`config.mk`:
```
export PLATFORM = sky130hd
export DESIGN_NAME = controlador_maluca
export DESIGN_NICKNAME = d
export VERILOG_FILES = /design/src/rtl/maluca_pkg.sv /design/src/rtl/controlador_maluca_contador_sat.sv /design/src/rtl/controlador_maluca.sv
export SDC_FILE = /design/constraint.sdc
export NUM_CORES = 1
export LEC_CHECK = 0
export BUFFER_PORTS_ARGS = -buffer_cell sky130_fd_sc_hd__buf_4
export CAP_MARGIN = 25
export CORE_ASPECT_RATIO = 1.2
export CORE_MARGIN = 10
export CORE_UTILIZATION = 52
export CTS_CLUSTER_SIZE = 12
export DETAILED_ROUTE_END_ITERATION = 12
export PLACE_DENSITY = 0.86
export SLEW_MARGIN = 20
export SYNTH_ARGS = -nofsm -noshare
export SYNTH_HDL_FRONTEND = slang
export SYNTH_SLANG_ARGS = --single-unit
```
`constraint.sdc`:
```
create_clock -name clk -period 2.5 [get_ports clk]
set_clock_uncertainty 0.1 [all_clocks]
set_input_delay 0.25 -clock clk [delete_from_list [all_inputs] [get_ports clk]]
set_output_delay 0.25 -clock clk [all_outputs]
set_load 0.1 [all_outputs]
```
`src/rtl/maluca_pkg.sv`:
```
// Shared controller state encoding and datapath widths for controlador_maluca.
package maluca_pkg;

  typedef enum logic [2:0] {
    C_IDLE  = 3'd0,
    C_START = 3'd1,
    C_LEAVE = 3'd2,
    C_RUN   = 3'd3,
    C_DONE  = 3'd4
  } ctrl_state_t;

  localparam int RUNS_W = 8;
  localparam int LEN_W  = 8;
  localparam int WAIT_W = 16;

  function automatic logic [RUNS_W-1:0] sat_inc_runs(input logic [RUNS_W-1:0] v);
    return (&v) ? v : v + 1'b1;
  endfunction

endpackage

```
`src/rtl/controlador_maluca_contador_sat.sv`:
```
// Saturating up-counter with synchronous load; holds at all-ones instead of wrapping.
module contador_sat
  import maluca_pkg::*;
#(
  parameter int WIDTH = LEN_W
) (
  input  logic             clk,
  input  logic             rst,
  input  logic             clr,
  input  logic [WIDTH-1:0] init_val,
  input  logic             inc,
  output logic [WIDTH-1:0] cnt
);

  logic [WIDTH-1:0] cnt_q;
  logic [WIDTH-1:0] cnt_d;

  // Load has priority over increment; increment stops at the maximum value.
  always_comb begin
    cnt_d = cnt_q;
    if (clr) begin
      cnt_d = init_val;
    end else if (inc && !(&cnt_q)) begin
      cnt_d = cnt_q + 1'b1;
    end
  end

  // Counter register.
  always_ff @(posedge clk or posedge rst) begin
    if (rst) cnt_q <= '0;
    else     cnt_q <= cnt_d;
  end

  assign cnt = cnt_q;

endmodule

```
`src/rtl/controlador_maluca.sv`:
```
// Run sequencer: issues start pulses to an external machine, watches its state code,
// times each run and flags a timeout when the machine fails to leave or return to idle.
//
// state   | meaning
// C_IDLE  | waiting for a command, cmd_ready high
// C_START | one-cycle start pulse, wait counter cleared
// C_LEAVE | waiting for the machine to leave IDLE_CODE
// C_RUN   | waiting for the machine to return to IDLE_CODE
// C_DONE  | one-cycle done pulse
module controlador_maluca
  import maluca_pkg::*;
#(
  parameter logic [3:0] IDLE_CODE = 4'd1,
  parameter int         TIMEOUT   = 64
) (
  input  logic       clk,
  input  logic       rst,
  input  logic       cmd_valid,
  input  logic [7:0] cmd_runs,
  output logic       cmd_ready,
  output logic       start,
  input  logic [3:0] state,
  output logic       busy,
  output logic       done,
  output logic       error,
  output logic [7:0] runs_done,
  output logic [7:0] last_len
);

  localparam logic [WAIT_W-1:0] WAIT_LAST = WAIT_W'(TIMEOUT - 1);

  ctrl_state_t       st_q, st_d;
  logic [RUNS_W-1:0] runs_lat_q, runs_lat_d;
  logic [RUNS_W-1:0] runs_done_q, runs_done_d;
  logic [LEN_W-1:0]  last_len_q, last_len_d;
  logic              error_q, error_d;

  logic              wait_clr, wait_inc;
  logic [WAIT_W-1:0] wait_cnt;
  logic              len_clr, len_inc;
  logic [LEN_W-1:0]  len_cnt;

  logic              idle_seen;
  logic              more_runs;

  assign idle_seen = (state == IDLE_CODE);
  assign more_runs = ({1'b0, runs_done_q} + 9'd1) < {1'b0, runs_lat_q};

  contador_sat #(.WIDTH(WAIT_W)) u_wait (
    .clk      (clk),
    .rst      (rst),
    .clr      (wait_clr),
    .init_val ('0),
    .inc      (wait_inc),
    .cnt      (wait_cnt)
  );

  // Run length is 1 in the start cycle, so the loaded value is one rather than zero.
  contador_sat #(.WIDTH(LEN_W)) u_len (
    .clk      (clk),
    .rst      (rst),
    .clr      (len_clr),
    .init_val (LEN_W'(1)),
    .inc      (len_inc),
    .cnt      (len_cnt)
  );

  // Next-state, counter control and result register updates.
  always_comb begin
    st_d        = st_q;
    runs_lat_d  = runs_lat_q;
    runs_done_d = runs_done_q;
    last_len_d  = last_len_q;
    error_d     = error_q;
    wait_clr    = 1'b0;
    wait_inc    = 1'b0;
    len_clr     = 1'b0;
    len_inc     = 1'b0;
    unique case (st_q)
      C_IDLE: begin
        if (cmd_valid) begin
          runs_lat_d  = cmd_runs;
          runs_done_d = '0;
          error_d     = 1'b0;
          if (cmd_runs == '0) begin
            st_d = C_DONE;
          end else begin
            st_d    = C_START;
            len_clr = 1'b1;
          end
        end
      end
      C_START: begin
        wait_clr = 1'b1;
        len_inc  = 1'b1;
        st_d     = C_LEAVE;
      end
      C_LEAVE: begin
        len_inc = 1'b1;
        if (!idle_seen) begin
          wait_clr = 1'b1;
          st_d     = C_RUN;
        end else if (wait_cnt == WAIT_LAST) begin
          error_d = 1'b1;
          st_d    = C_DONE;
        end else begin
          wait_inc = 1'b1;
        end
      end
      C_RUN: begin
        if (idle_seen) begin
          runs_done_d = sat_inc_runs(runs_done_q);
          last_len_d  = len_cnt;
          wait_clr    = 1'b1;
          if (more_runs) begin
            st_d    = C_START;
            len_clr = 1'b1;
          end else begin
            st_d = C_DONE;
          end
        end else if (wait_cnt == WAIT_LAST) begin
          error_d = 1'b1;
          st_d    = C_DONE;
        end else begin
          wait_inc = 1'b1;
          len_inc  = 1'b1;
        end
      end
      C_DONE: begin
        st_d = C_IDLE;
      end
      default: begin
        st_d = C_IDLE;
      end
    endcase
  end

  // State and result registers.
  always_ff @(posedge clk or posedge rst) begin
    if (rst) begin
      st_q        <= C_IDLE;
      runs_lat_q  <= '0;
      runs_done_q <= '0;
      last_len_q  <= '0;
      error_q     <= 1'b0;
    end else begin
      st_q        <= st_d;
      runs_lat_q  <= runs_lat_d;
      runs_done_q <= runs_done_d;
      last_len_q  <= last_len_d;
      error_q     <= error_d;
    end
  end

  assign cmd_ready = (st_q == C_IDLE);
  assign busy      = (st_q != C_IDLE);
  assign start     = (st_q == C_START);
  assign done      = (st_q == C_DONE);
  assign error     = error_q;
  assign runs_done = runs_done_q;
  assign last_len  = last_len_q;

endmodule

```
After elaboration in Yosys (flattened, before gate mapping) --
Cells that the tools add are included.
Storage, ports and cells: register bits 52, bits of input ports 15, logic and storage cells 75
Operators by class: $add $sub $neg 4, $lt $le $gt $ge 1, eq/ne operators 11, multiplexer cells 33, reduce and logical (&&, ||, !) cells 19
Operators by type and width (count):
- two-way mux 8 bit | 5
- two-way mux 16 bit | 2
- two-way mux 3 bit | 6
- adder 16 x 1 -> 16 bit (second input constant) | 1
- adder 8 x 1 -> 8 bit (second input constant) | 2
- == test 16 x 6 -> 1 bit (second input constant) | 1
- case mux 8 bit (2 select lines) | 1
- AND reduction 16 bit | 1
- AND reduction 8 bit | 2
- two-way mux 1 bit | 13
- case mux 3 bit (4 select lines) | 1
- inequality test 2 bit (second input constant) | 5
- adder 8 x 1 -> 9 bit (second input constant) | 1
- < comparator 9 x 8 -> 1 bit | 1
- zero test 8 bit | 1
- AND reduction 4 bit | 2
- == test 3 x 2 -> 1 bit (second input constant) | 2
- case mux 1 bit (2 select lines) | 3
- case mux 1 bit (3 select lines) | 2
- nonzero test 2 bit | 3
- nonzero test 3 bit | 2
- == test 4 x 1 -> 1 bit (second input constant) | 1
- AND reduction 2 bit | 2
- == test 3 x 1 -> 1 bit (second input constant) | 1
- other kinds (5) | 7

Depth between registers and ports, before layout --
Gate-level depths: netlist (run 1).
depth in word-level cells 7, gate-level depth with buffers 9, mapped depth without buffers 9

By module --
A second synthesis (run 1) with hierarchy kept.
Second synthesis, totals: cells, all modules 352, area total of the unflattened synthesis 3274.4 um2
By module, submodules not included:
- controlador_maluca | instances 1, cells each 177, area an instance 1677.9 um2
- contador_sat at u_wait | instances 1, cells each 115, area an instance 1061.0 um2
- contador_sat at u_len | instances 1, cells each 60, area an instance 535.5 um2

Worst setup path after synthesis (run 1) --
Ideal clock, no wire load.
kind reg-to-output, from register st_q[1], to output busy, arrival 4.054 ns, setup slack -1.904 ns, cell stages (with the launch flop) 4, path through dfrtp_1 > clkbuf_1 > nor3_1 > inv_1
Between the ends: word-level cells in the longest chain between the ends 1
RTL lines:
- start, declared | RTL line controlador_maluca.sv:32 | ctrl_state_t st_q, st_d;
- start signal, assigned | RTL line controlador_maluca.sv:147 | st_q <= st_d;
- nonzero test 3 bit | RTL line controlador_maluca.sv:156 | assign busy = (st_q != C_IDLE);
- end, declared | RTL line controlador_maluca.sv:23 | output logic busy,
No other way between the ends.

Final worst setup path (run 1) --
from register runs_done_q[0], in the netlist runs_done[0], to register st_q[0]
Between the ends: word-level cells in the longest chain between the ends 5
RTL lines:
- start, declared | RTL line controlador_maluca.sv:34 | logic [RUNS_W-1:0] runs_done_q, runs_done_d;
- start signal, assigned | RTL line controlador_maluca.sv:149 | runs_done_q <= runs_done_d;
- adder 8 x 1 -> 9 bit | RTL line controlador_maluca.sv:47 | assign more_runs = ({1'b0, runs_done_q} + 9'd1) < {1'b0, runs_lat_q};
- < comparator 9 x 8 -> 1 bit | RTL line controlador_maluca.sv:47
- two-way mux 3 bit | RTL line controlador_maluca.sv:115 | if (more_runs) begin
- two-way mux 3 bit | RTL line controlador_maluca.sv:111 | if (idle_seen) begin
- case mux 3 bit (4 select lines) | RTL line controlador_maluca.sv:79 | unique case (st_q)
No other way between the ends. A chain may end at the register's enable or synchronous reset.

==> results_dict.tcl, run 1 <==
set metrics [dict create \
    drt-wirelength-per-cell_um 16.1 \
    fp.coreArea_mm2 0.00537 \
    root_buffer "clkbuf_8" \
    sw_frac_of_total_pct 44.3 \
    relSlewSlack_pct 73.6 \
    n_antenna_cell 0 \
    final_util_pct 66.2 \
    rows 29 \
    wirelength_um 6780 \
    track_usage_pct 14.9 \
    cts-htree-levels 2 \
    fmax_mhz 405 \
    report.final.hold_viol_count 0 \
    arrival_ns 2.59 \
    ys_warn_count 0 \
    io-pin-count 36 \
    ir_drop_uv 811 \
    cp.required_ns 2.62 \
    drive_gt1_share_pct 27.2 \
    synth_ff_type "dfrtp_1" \
    ys_seq_area_share_pct 44.8 \
    clk_path_buf_depth 2 \
    syn_avg_cell_area_um2 9.42 \
    grt_pass1_vias 2468 \
    clk_latency_ns 0.30 \
    fin_crit_ns 2.47 \
    cp-start-kind "register" \
    end_kind "register" \
    min_path_type "in2reg" \
    slew_violations 0 \
    final.setup.worst_slack_ns 0.0288 \
    die_h_um 102 \
    overflow 0 \
    worstSetupPathType "reg2reg" \
    die_w_um 88.2 \
    clock-sinks 52 \
    intPower_mw 1.72 \
    synth_edf_count 0 \
    die_area_mm2 0.00898 \
    seqPwrFrac_pct 39.1 \
    grt_max_degree 53 \
    cts_tree "done" \
    fill_cells 438 \
    tightest_slew_ns 0.395 \
    p_switching_mw 1.36 \
    cts_buffers 5 \
    cp_max_fo 7 \
    hpwl_um 4760 \
    final_cell_mix "buf_4, nand2_1, dfrtp_1" \
    multi_input_area_mm2 0.00160 \
    rsz0062_at_grt "yes" \
    final_common_cell "buf_4" \
    drc_errors 0 \
    fin_area_mm2 0.00356 \
    firstDrtPassIters 4 \
    yosysTopAreaCellShare_pct 44.8 \
    p_comb_share_pct 45.0 \
    synth_cells 308 \
    synth_top_cell_by_area "dfrtp_1" \
    placement.cell_area_mm2 0.00337 \
    drtIter0Drc 195 \
    synth.area.top_cells "dfrtp_1, nand2_1, ha_1, mux2_2, xnor2_1" \
    start_util_pct 54.1 \
    antenna_found_initial 0 \
    hold-worst-slack_ns 0.0798 \
    syn_to_final_growth_pct 22.5 \
    power.density_mw_per_mm2 866 \
    syn_nets 333 \
    vias 2522 \
    synth_area_mm2 0.00290 \
    place_worst_setup_slack_ns 0.0580 \
    ff_latch_area_mm2 0.00131 \
    power.leakage_nw 1.64 \
    ant_nets 0 \
    async_flop_share_pct 100 \
    place_congestion 0.869 \
    yosys_register_bits 52 \
    status "finished clean" \
    grt_pass1_wl_um 10900 \
    setup_violations 0 \
    synth_cell_types 48 \
    clkTransAtPathRegs_ns 0.09 \
    post-route-period-util_pct 98.8 \
    port_buffers 35 \
    max_cap_violations 0 \
    power.share.clock_pct 15.9 \
    fin_nets 384 \
    via_per_inst 5.98 \
]
-- power by group through the flow --
| stage | Sequential [mW] | Combinational (mW) | Clock [mW] |
|---|---|---|---|
| finish | 1.20 | 1.39 | 0.490 |
| detailed placement | 1.21 | 1.26 | 0 |
| global placement | 1.20 | 1.23 | 0 |
| floorplan | 1.62 | 0.531 | 0 |
| global route | 1.23 | 1.50 | 0.532 |
| CTS | 1.20 | 1.27 | 0.501 |
-- critical path: stages (launching register included) --
cell,delay (ns)
dfrtp_2,0.46
ha_4,0.19
nand3_2,0.10
xnor2_2,0.15
ha_2,0.19
or4_1,0.48
a21oi_2,0.16
o31ai_4,0.09
or2_2,0.29
a211oi_2,0.17
-- path summary, 6_finish.rpt --
path / start / to / slack (ns) / cells past startpoint
worst max-delay path: runs_done[0]$_DFFE_PP0P_ / st_q[0]$_DFFE_PP0N_ / 0.03 / 9
worst min-delay path: cmd_runs[5] / runs_lat_q[5]$_DFFE_PP0P_ / 0.08 / 2
worst max register to register: runs_done[0]$_DFFE_PP0P_ / st_q[0]$_DFFE_PP0N_ / 0.03 / 9
worst min register to register: last_len[4]$_DFFE_PP0P_ / last_len[4]$_DFFE_PP0P_ / 0.39 / 2
max in group asynchronous: rst / runs_done[4]$_DFFE_PP0P_ / 1.62 / 4
min in group asynchronous: rst / last_len[2]$_DFFE_PP0P_ / 0.44 / 4
-- timing repair --
action | in CTS | in global routing
gates resized for setup | 0 | 12
hold buffers | 1 | 0
endpoints found under the setup margin | 0 | 11
buffers inserted | 0 | 2
endpoints found under the hold margin | 52 | 0
-- metal layers --
layer,vias up,track usage [%],share of wire (%)
li1,1219,-,-
met1,1226,17.8,42
met2,63,24.5,50
met3,14,3.82,5.5
met4,0,6.85,1.9
met5,-,0,0
-- area by class of cell --
type	instances	share of cell area, %
timing repair buffer	56	12.2
sequential	52	36.8
tap	62	2.18
clock inverter	1	0.211
inverter	12	1.27
clock buffer	7	2.43
multi-input combinational	232	44.9
-- synth_stat cells, drive strengths merged, types with 3 or more instances --
cell type	number
nor3	4
nand3	16
or4	8
or3	7
nor3b	4
o31ai	8
and3	4
xor2	4
mux2	11
and2	3
a21oi	16
inv	12
and4	5
mux2i	4
xnor2	10
dfrtp	52
ha	10
nand2b	3
nand2	48
o21ai	11
o211ai	3
nor4	8
clkbuf	10
nand4	5
nor2	16
o21a	3
-- logic make-up after synthesis --
| kind of cell | count (synthesis) | synth area share, % |
|---|---|---|
| AO/OA/AOI/OAI | 55 | 12.3 |
| adder cells (fa/ha/maj) | 10 | 4.31 |
| AND/OR/NAND/NOR | 138 | 25.5 |
| XOR/XNOR | 14 | 4.22 |
| buffers and inverters | 24 | 3.19 |
| multiplexers | 15 | 5.65 |
| flip-flops | 52 | 44.8 |
-- state kept, by name, indices dropped and copies added (netlist names) --
name        cells
u_wait.cnt     16
last_len        8
runs_done       8
runs_lat_q      8
u_len.cnt       8
st_q            3
error           1
-- metrics by stage --
step	total power [mW]	cells	setup TNS [ns]
floorplan	2.15	308	-16.76
finish	3.08	422	0
detailed placement	2.48	411	0
global placement	2.43	411	0
global route	3.26	422	-0.128
CTS	2.97	420	0
Power figures use the tool's default switching activity.
==> inputs of run 2 (changes only) <==
--- a/config.mk
+++ b/config.mk
@@ -12,7 +12,7 @@
 export CORE_UTILIZATION = 52
 export CTS_CLUSTER_SIZE = 12
 export DETAILED_ROUTE_END_ITERATION = 12
-export PLACE_DENSITY = 0.86
+export PLACE_DENSITY_LB_ADDON = 0.25
 export SLEW_MARGIN = 20
 export SYNTH_ARGS = -nofsm -noshare
 export SYNTH_HDL_FRONTEND = slang
==> run 2 against run 1 <==
  * Critical endpoint is now u_len.cnt[6]$_DFFE_PP0P_
  * Die area stayed put
  * Non-clock buffer count is 8 higher
  * Largest power group unchanged
  * Final area increased by 2.9%
  * Total power up 6.2%
  * Critical path type unchanged
  * Maximum frequency up 2.1%
==> results_dict.tcl, run 2 (same netlist as run 1, synthesis figures left out) <==
set metrics [dict create \
    n_antenna_cell 0 \
    cp.required_ns 2.58 \
    drt-wirelength-per-cell_um 16.6 \
    die_h_um 102 \
    placement.cell_area_mm2 0.00339 \
    ff2ff_setup_slack_ns 0.08 \
    cp-start-kind "register" \
    fp.coreArea_mm2 0.00537 \
    setup_tns_ns 0 \
    via_per_inst 5.97 \
    worstSetupPathType "reg2reg" \
    final_common_cell "buf_4" \
    drc_errors 0 \
    firstDrtPassIters 4 \
    die_w_um 88.2 \
    wirelength_um 7130 \
    syn_to_final_growth_pct 26.1 \
    slew_violations 0 \
    grt_pass1_wl_um 11800 \
    io-pin-count 36 \
    ant_nets 0 \
    die_area_mm2 0.00898 \
    hpwl_um 5240 \
    start_util_pct 54.1 \
    critical_path.cell_chain "ha_4 -> nand3_4 -> xnor2_2 -> ha_2 -> or4_4 -> a21oi_2 -> o31ai_2 -> o22ai_1 -> buf_4 -> a21oi_1" \
    min_path_type "in2reg" \
    tightest_slew_ns 0.484 \
    cts-htree-levels 2 \
    fmax_mhz 413 \
    clkTransAtPathRegs_ns 0.10 \
    overflow 0 \
    max_cap_violations 0 \
    track_usage_pct 16.2 \
    fill_cells 439 \
    fin_area_mm2 0.00366 \
    max_stage_delay_ns 0.47 \
    ir_drop_uv 717 \
    antenna_found_initial 0 \
    status "finished clean" \
    end_kind "register" \
    drtIter0Drc 177 \
    final_cell_mix "buf_4, nand2_1, dfrtp_1" \
    grt_max_degree 23 \
    setup_violations 0 \
    final.setup.worst_slack_ns 0.0791 \
    fin_crit_ns 2.42 \
    grt_pass1_vias 2457 \
    relSlewSlack_pct 67.6 \
    root_buffer "clkbuf_8" \
    clk_path_buf_depth 2 \
    arrival_ns 2.50 \
    cp_slowest_cell "or4_4" \
    rows 29 \
    cts_buffers 5 \
    post-route-period-util_pct 96.8 \
    place_congestion 0.881 \
    power.density_mw_per_mm2 894 \
    fin_nets 392 \
    clk_latency_ns 0.31 \
    cp_max_fo 8 \
    drive_gt1_share_pct 29.9 \
    largest_reg_flops 16 \
    power.leakage_nw 1.70 \
    crit_family "simple AND/OR/NAND/NOR gates" \
    port_buffers 35 \
    cts_tree "done" \
    place_worst_setup_slack_ns -0.0106 \
    path_buf_inv 1 \
    vias 2565 \
    clock-sinks 52 \
    report.final.hold_viol_count 0 \
]
==> run 2: cell count changes in the layout (fill, tap and decap cells not counted), sizes merged <==
cell      delta
buf          +8
clkinvlp     -1
clkbuf       -1
bufinv       +2
==> run 2: final timing paths <==
path	from	cells past startpoint	endpoint
setup / recovery	runs_done[1]$_DFFE_PP0P_	10	u_len.cnt[6]$_DFFE_PP0P_
setup reg to reg	runs_done[1]$_DFFE_PP0P_	10	u_len.cnt[6]$_DFFE_PP0P_
hold reg to reg	last_len[7]$_DFFE_PP0P_	2	last_len[7]$_DFFE_PP0P_
max in group asynchronous	rst	4	runs_done[0]$_DFFE_PP0P_
hold / removal	cmd_runs[5]	2	runs_lat_q[5]$_DFFE_PP0P_
min in group asynchronous	rst	3	last_len[1]$_DFFE_PP0P_
==> run 2: worst reg2reg max path, cell delays in order (launching register included) <==
cell and delay [ns]:
dfrtp_2 0.43, ha_4 0.19, nand3_4 0.09, xnor2_2 0.16, ha_2 0.19, or4_4 0.47, a21oi_2 0.14, o31ai_2 0.09
o22ai_1 0.19, buf_4 0.19, a21oi_1 0.05
==> run 2: what timing repair did <==
item                                   4_1_cts  5_1_grt
buffers inserted                             3        3
pin swaps                                    1        4
setup endpoints to repair                    4       12
gates cloned                                 0        0
resized for setup                            2       14
hold buffers                                 1        0
endpoints found under the hold margin       13        0
==> run 2: layout make-up <==
cell class / instances / area, um2 / share of cell area [%]
clock buffers: 6 / 72.6 / 1.98
clock inverters: 2 / 60.1 / 1.64
inverters: 12 / 45.0 / 1.23
multi-input cells: 232 / 1610 / 44.1
flip-flops and latches: 52 / 1310 / 35.7
well taps: 62 / 77.6 / 2.12
repair buffers: 64 / 483 / 13.2
==> run 2: power by group <==
part           leakage (nW)  internal, mW  switching (mW)
sequential            0.683          1.02           0.172
combinational         0.947         0.483           0.918
clock                0.0654         0.400           0.274
total                  1.70          1.91            1.36
==> run 2: per-layer routing <==
| metal | global-route usage [%] | part of all wire (%) | up-vias |
|---|---|---|---|
| met5 | 0 | 0 | - |
| met4 | 6.35 | 2.8 | 0 |
| met3 | 3.74 | 5.1 | 20 |
| met2 | 26.3 | 49 | 68 |
| met1 | 20.4 | 43 | 1244 |
| li1 | - | - | 1233 |
==> run 2: per-stage QoR <==
step | utilization [%] | instances | hold WS (ns) | total power, mW
floorplan | - | 308 | 0.301 | 2.15
global placement | 63.1 | 415 | 0.123 | 2.46
detailed placement | 63.1 | 415 | 0.127 | 2.49
CTS | 66.4 | 427 | 0.0748 | 3.21
global route | 68.2 | 430 | 0.0738 | 3.46
finish | 68.2 | 430 | 0.0835 | 3.27
